`src/rtl/m_uart_tx_port.sv`:
```
// Memory-mapped UART transmitter with a 4-deep byte FIFO.
// The register window sits at BASE_ADDR: TXDATA at +0 and STATUS at +4.
module m_uart_tx_port #(
    parameter logic [31:0] BASE_ADDR    = 32'h0000_0200,
    parameter int unsigned CLKS_PER_BIT = 4
) (
    input  logic        i_clk,
    input  logic        i_reset_n,
    input  logic        i_we,
    input  logic [31:0] i_address,
    input  logic [31:0] i_wd,
    output logic        o_hit,
    output logic [31:0] o_rd,
    output logic        o_tx
);

    localparam logic [15:0] CNT_MAX = 16'(CLKS_PER_BIT - 1);

    typedef enum logic [1:0] {StIdle, StStart, StData, StStop} state_e;

    state_e      state_q, state_d;
    logic [15:0] cnt_q, cnt_d;
    logic [2:0]  bit_q, bit_d;
    logic [7:0]  shift_q, shift_d;
    logic        tx_q, tx_d;

    logic [7:0]  mem_q [4];
    logic [7:0]  mem_d [4];
    logic [1:0]  wr_ptr_q, wr_ptr_d;
    logic [1:0]  rd_ptr_q, rd_ptr_d;
    logic [2:0]  count_q, count_d;
    logic        ovf_q, ovf_d;

    logic sel_txdata, sel_status;
    logic push_req, push, pop;
    logic full, empty, busy;
    logic unused_bits;

    assign unused_bits = ^{i_wd[31:8], i_address[1:0]};

    assign o_hit      = (i_address[31:3] == BASE_ADDR[31:3]);
    assign sel_txdata = o_hit && !i_address[2];
    assign sel_status = o_hit && i_address[2];

    assign full  = (count_q == 3'd4);
    assign empty = (count_q == 3'd0);
    assign busy  = (state_q != StIdle);

    assign o_rd = sel_status ? {25'd0, count_q, ovf_q, empty, full, busy} : 32'd0;
    assign o_tx = tx_q;

    // A push uses the pre-edge full flag, so a same-edge pop never rescues it.
    always_comb begin
        push_req = i_we && sel_txdata;
        push     = push_req && !full;
        ovf_d    = ovf_q;
        if (i_we && sel_status && i_wd[0]) begin
            ovf_d = 1'b0;
        end
        if (push_req && full) begin
            ovf_d = 1'b1;
        end
        mem_d = mem_q;
        if (push) begin
            mem_d[wr_ptr_q] = i_wd[7:0];
        end
        wr_ptr_d = push ? wr_ptr_q + 2'd1 : wr_ptr_q;
        rd_ptr_d = pop  ? rd_ptr_q + 2'd1 : rd_ptr_q;
        count_d  = count_q + {2'b00, push} - {2'b00, pop};
    end

    always_ff @(posedge i_clk or negedge i_reset_n) begin
        if (!i_reset_n) begin
            state_q  <= StIdle;
            cnt_q    <= 16'd0;
            bit_q    <= 3'd0;
            shift_q  <= 8'd0;
            tx_q     <= 1'b1;
            wr_ptr_q <= 2'd0;
            rd_ptr_q <= 2'd0;
            count_q  <= 3'd0;
            ovf_q    <= 1'b0;
            for (int i = 0; i < 4; i++) begin
                mem_q[i] <= 8'd0;
            end
        end else begin
            state_q  <= state_d;
            cnt_q    <= cnt_d;
            bit_q    <= bit_d;
            shift_q  <= shift_d;
            tx_q     <= tx_d;
            wr_ptr_q <= wr_ptr_d;
            rd_ptr_q <= rd_ptr_d;
            count_q  <= count_d;
            ovf_q    <= ovf_d;
            for (int i = 0; i < 4; i++) begin
                mem_q[i] <= mem_d[i];
            end
        end
    end

    always_comb begin
        state_d = state_q;
        cnt_d   = cnt_q;
        bit_d   = bit_q;
        shift_d = shift_q;
        pop     = 1'b0;
        unique case (state_q)
            StIdle: begin
                if (!empty) begin
                    pop     = 1'b1;
                    shift_d = mem_q[rd_ptr_q];
                    cnt_d   = 16'd0;
                    state_d = StStart;
                end
            end
            StStart: begin
                if (cnt_q == CNT_MAX) begin
                    cnt_d   = 16'd0;
                    bit_d   = 3'd0;
                    state_d = StData;
                end else begin
                    cnt_d = cnt_q + 16'd1;
                end
            end
            StData: begin
                if (cnt_q == CNT_MAX) begin
                    cnt_d   = 16'd0;
                    shift_d = {1'b0, shift_q[7:1]};
                    if (bit_q == 3'd7) begin
                        state_d = StStop;
                    end else begin
                        bit_d = bit_q + 3'd1;
                    end
                end else begin
                    cnt_d = cnt_q + 16'd1;
                end
            end
            StStop: begin
                if (cnt_q == CNT_MAX) begin
                    cnt_d   = 16'd0;
                    state_d = StIdle;
                end else begin
                    cnt_d = cnt_q + 16'd1;
                end
            end
            default: state_d = StIdle;
        endcase
    end

    // Line level is derived from the next state so the flop output is glitch-free.
    always_comb begin
        tx_d = 1'b1;
        unique case (state_d)
            StStart: tx_d = 1'b0;
            StData:  tx_d = shift_d[0];
            default: tx_d = 1'b1;
        endcase
    end

endmodule

```
`config.mk`:
```
export PLATFORM = sky130hd
export DESIGN_NAME = m_uart_tx_port
export DESIGN_NICKNAME = d
export VERILOG_FILES = /design/src/rtl/m_uart_tx_port.sv
export SDC_FILE = /design/constraint.sdc
export NUM_CORES = 1
export LEC_CHECK = 0
export ABC_AREA = 1
export BUFFER_PORTS_ARGS = -buffer_cell sky130_fd_sc_hd__clkbuf_2
export CAP_MARGIN = 20
export CELL_PAD_IN_SITES_DETAIL_PLACEMENT = 2
export CELL_PAD_IN_SITES_GLOBAL_PLACEMENT = 2
export CORE_MARGIN = 2
export CORE_UTILIZATION = 32
export CTS_CLUSTER_SIZE = 28
export DETAILED_ROUTE_END_ITERATION = 12
export GPL_TIMING_DRIVEN = 1
export PLACE_DENSITY = 0.86
export SLEW_MARGIN = 5
export SYNTH_ARGS = -nofsm -noshare
export SYNTH_HDL_FRONTEND = slang
export SYNTH_SLANG_ARGS = --single-unit
```
`constraint.sdc`:
```
create_clock -name i_clk -period 6.7 [get_ports i_clk]
set_input_delay 0.335 -clock i_clk [delete_from_list [all_inputs] [get_ports i_clk]]
set_output_delay 0.335 -clock i_clk [all_outputs]
set_load 0.05 [all_outputs]
```
==> out/results.tsv <==
stage	metric	value	unit
outcome	status	completed	
pwr	Logic pwr share	6.2	%
synthesis	Post-Syn Area	4010	um^2
pwr	NetSw	0.245	mW
sta	fin crit share	39.9	%
critical_path	CP Data Required Time	6.92	ns
sta	total negative slack	0	ns
clock_tree	hold_buf cts	0	
synthesis	Mean Syn Cell Area	7.72	um^2
sta	setup repair after global routing missed its margin	false	
synthesis	Post-synth EDFFs	0	
pwr	internal power	0.697	mW
sta	Worst Tran Pin Value	0.944	ns
critical_path	Worst Path Arrival	2.89	ns
pwr	sequential share of power	44.9	%
placement	I/O Buffers	49	
route	Vias per Instance	4.94	
sta	Slew HR	37.1	%
pwr	Leakage Power	2.38	nW
route	Avg WL per Cell	16.9	um
critical_path	startpoint types	flop	
synthesis	distinct cell type count after synthesis	33	
floorplan	Die W	116	um
sta	Fin. Hold Viols	0	
finish	final-stage net count	645	
sta	Worst Skew	0.0123	ns
synthesis	Async SR Flop Fraction	100	%
clock_tree	worst skew pair latency	0.34	ns
synthesis	register area share after synthesis	43.7	%
floorplan	chip height	116	um
clock_tree	CTS clk-pin slew, worst paths	0.06	ns
pwr	Net Sw Frac	26.0	%
sta	Hold WS	0.208	ns
finish	layout cells sized above 1	14.1	%
placement	DP Wirelength	8.54	mm
pwr	maximum vdd drop	0.108	mV
critical_path	WS Path Type	reg2reg	
clock_tree	H-Tree Depth	3	
synthesis	Post-synth top flop	dfrtp_1	
route	# DRC	0	
global_routing	GRT overflow	0	
synthesis	Syn Inst Count	520	
finish	most frequent cells in the layout	nand2_1 (143), dfrtp_1 (69), nand3_1 (68)	
floorplan	IO Count	101	
route	Post-DRT Antenna Nets	0	
global_routing	first-pass GRT wire length	21.1	mm
critical_path	FF-to-FF setup slack	4.03	ns
clock_tree	Root Driver	clkbuf_16	
critical_path	Crit Path Max Fanout	13	
floorplan	die area	13500	um^2
floorplan	# rows	40	
route	1st-iter DRT viols	146	
global_routing	Tot GR Track Use	20.3	%
pwr	clock power share	48.9	%
critical_path	CP Capture Point	count_q[2]$_DFF_PN0_	
finish	most common cell after layout, fill and taps aside	nand2_1	
clock_tree	clock buffer depth	2	
min_path	min-delay worst type	in2async	
clock_tree	CTS tree	done	
pwr	pwr/cell area	207	nW/um^2
clock_tree	Num CTS Buffers	9	
global_routing	vias in the first global route	4062	
run	max cap viols	0	
synthesis	Yosys Warn Count	0	
critical_path	worst r2r dst	count_q[2]$_DFF_PN0_	
clock_tree	Sinks on Clock Net	70	
critical_path	Setup crit end kind	flop	
floorplan	CORE AREA	12100	um^2
sta	fin crit period	2.67	ns
finish	Inserted Diodes	0	
critical_path	Setup crit start	state_q[0]$_DFF_PN0_	
clock_tree	post-CTS setup buffer count	0	
global_routing	largest net degree at the start of global routing	71	
sta	fin. max-slew vios	0	
sta	Final setup viols	0	
sta	Max Freq	374	MHz
critical_path	r2r startpoint	state_q[0]$_DFF_PN0_	
route	First-pass DRT Iterations	4	
route	DR vias	3661	
route	WL final	12.5	mm
critical_path	Worst R2R Path Depth	9	
synthesis	Yosys reg bits	70	
placement	routability cong.	0.806	
floorplan	Initial Util	33.1	%
finish	synthesis-to-finish area growth	13.6	%
clock_tree	CTS resizes	0	
global_routing	number of antenna violations at the first check in global routing	0	
## power groups by stage
| stage | Sequential [mW] | Clock [mW] | Combinational (mW) |
|---|---|---|---|
| 6_report | 0.423 | 0.461 | 0.0581 |
| 5_1_grt | 0.422 | 0.487 | 0.0630 |
| 4_1_cts | 0.423 | 0.469 | 0.0588 |
| 3_5_place_dp | 0.430 | 0 | 0.0586 |
| 3_3_place_gp | 0.430 | 0 | 0.0573 |
| 2_1_floorplan | 0.431 | 0 | 0.0453 |
## Yosys cell counts, types with 2 or more instances
cell,count,area (um^2)
o21ai_0,31,155
nor2_1,61,229
nor2_2,6,37.5
buf_12,3,60.1
inv_1,41,154
a21oi_1,3,15.0
nand2_2,2,12.5
buf_4,26,195
ha_1,9,113
nor3_1,5,25.0
clkbuf_1,2,7.51
buf_2,6,30.0
nand3_1,68,340
nand2_1,143,537
o22ai_1,10,62.6
o21ai_1,4,20.0
nand4_1,8,50.1
nor2_4,2,22.5
dfrtp_1,69,1730
xor2_1,8,70.1
## cell type report
class | instances | area (um^2)
timing repair buffer | 50 | 253
sequential | 70 | 1750
tap | 168 | 210
clock buffer | 11 | 243
clock inverter | 5 | 41.3
fill | 1457 | 7550
multi-input combinational | 394 | 1890
inverter | 43 | 166
## cell families after synthesis
kind of cell / Yosys count / synth area share, %
other: 1 / 0.0935
buffers and inverters: 80 / 11.4
adder cells (fa/ha/maj): 10 / 3.31
flip-flops: 70 / 43.7
AND/OR/NAND/NOR: 298 / 32.3
XOR/XNOR: 9 / 1.96
AO/OA/AOI/OAI: 52 / 7.17
## flip-flops by register name (all words and copies together) (netlist names)
| register | flops |
|---|---|
| bit_q | 3 |
| cnt_q | 16 |
| count_q | 3 |
| mem_q | 32 |
| o_tx | 1 |
| ovf_q | 1 |
| rd_ptr_q | 2 |
| shift_q | 8 |
| state_q | 2 |
| wr_ptr_q | 2 |
## metal layers
metal / share of wire, % / GRT usage, % / vias to the layer above
met5: 0 / 0 / -
met4: 0.94 / 4.29 / 0
met3: 3.1 / 4.13 / 9
met2: 54 / 38.1 / 55
met1: 42 / 23.8 / 1867
li1: - / - / 1730
## per-stage QoR
step / std cells / total power [mW] / utilization (%) / area [um^2] / setup WS, ns
finish: 741 / 0.941 / 37.6 / 4560 / 4.03
global route: 741 / 0.972 / 37.6 / 4560 / 3.86
CTS: 741 / 0.950 / 37.6 / 4560 / 3.96
detailed placement: 725 / 0.489 / 35.3 / 4270 / 4.00
global placement: 725 / 0.488 / 35.3 / 4270 / 4.07
floorplan: 544 / 0.476 / - / 4100 / 4.44
## worst max-delay path, cell delays in order, from the launching register on
cell	delay, ns
dfrtp_1	0.44
nor2_2	0.33
inv_1	0.28
nor2_4	0.38
ha_1	0.31
inv_1	0.06
ha_1	0.13
inv_1	0.05
fa_1	0.38
xor2_1	0.18
## worst min-delay path by stage
stage | startpoint | to | slack (ns) | depth (start not counted)
2_1_floorplan | i_reset_n | bit_q[0]$_DFFE_PN0P_ | 0.04 | 0
3_3_place_gp | mem_q[12]$_DFFE_PN0P_ | mem_q[12]$_DFFE_PN0P_ | 0.46 | 2
3_5_place_dp | mem_q[10]$_DFFE_PN0P_ | mem_q[10]$_DFFE_PN0P_ | 0.46 | 2
4_1_cts | i_reset_n | cnt_q[11]$_DFFE_PN0P_ | 0.26 | 2
5_1_grt | i_wd[2] | mem_q[18]$_DFFE_PN0P_ | 0.28 | 3
6_report | i_reset_n | cnt_q[11]$_DFFE_PN0P_ | 0.21 | 2
(Power assumes the default switching activity.)
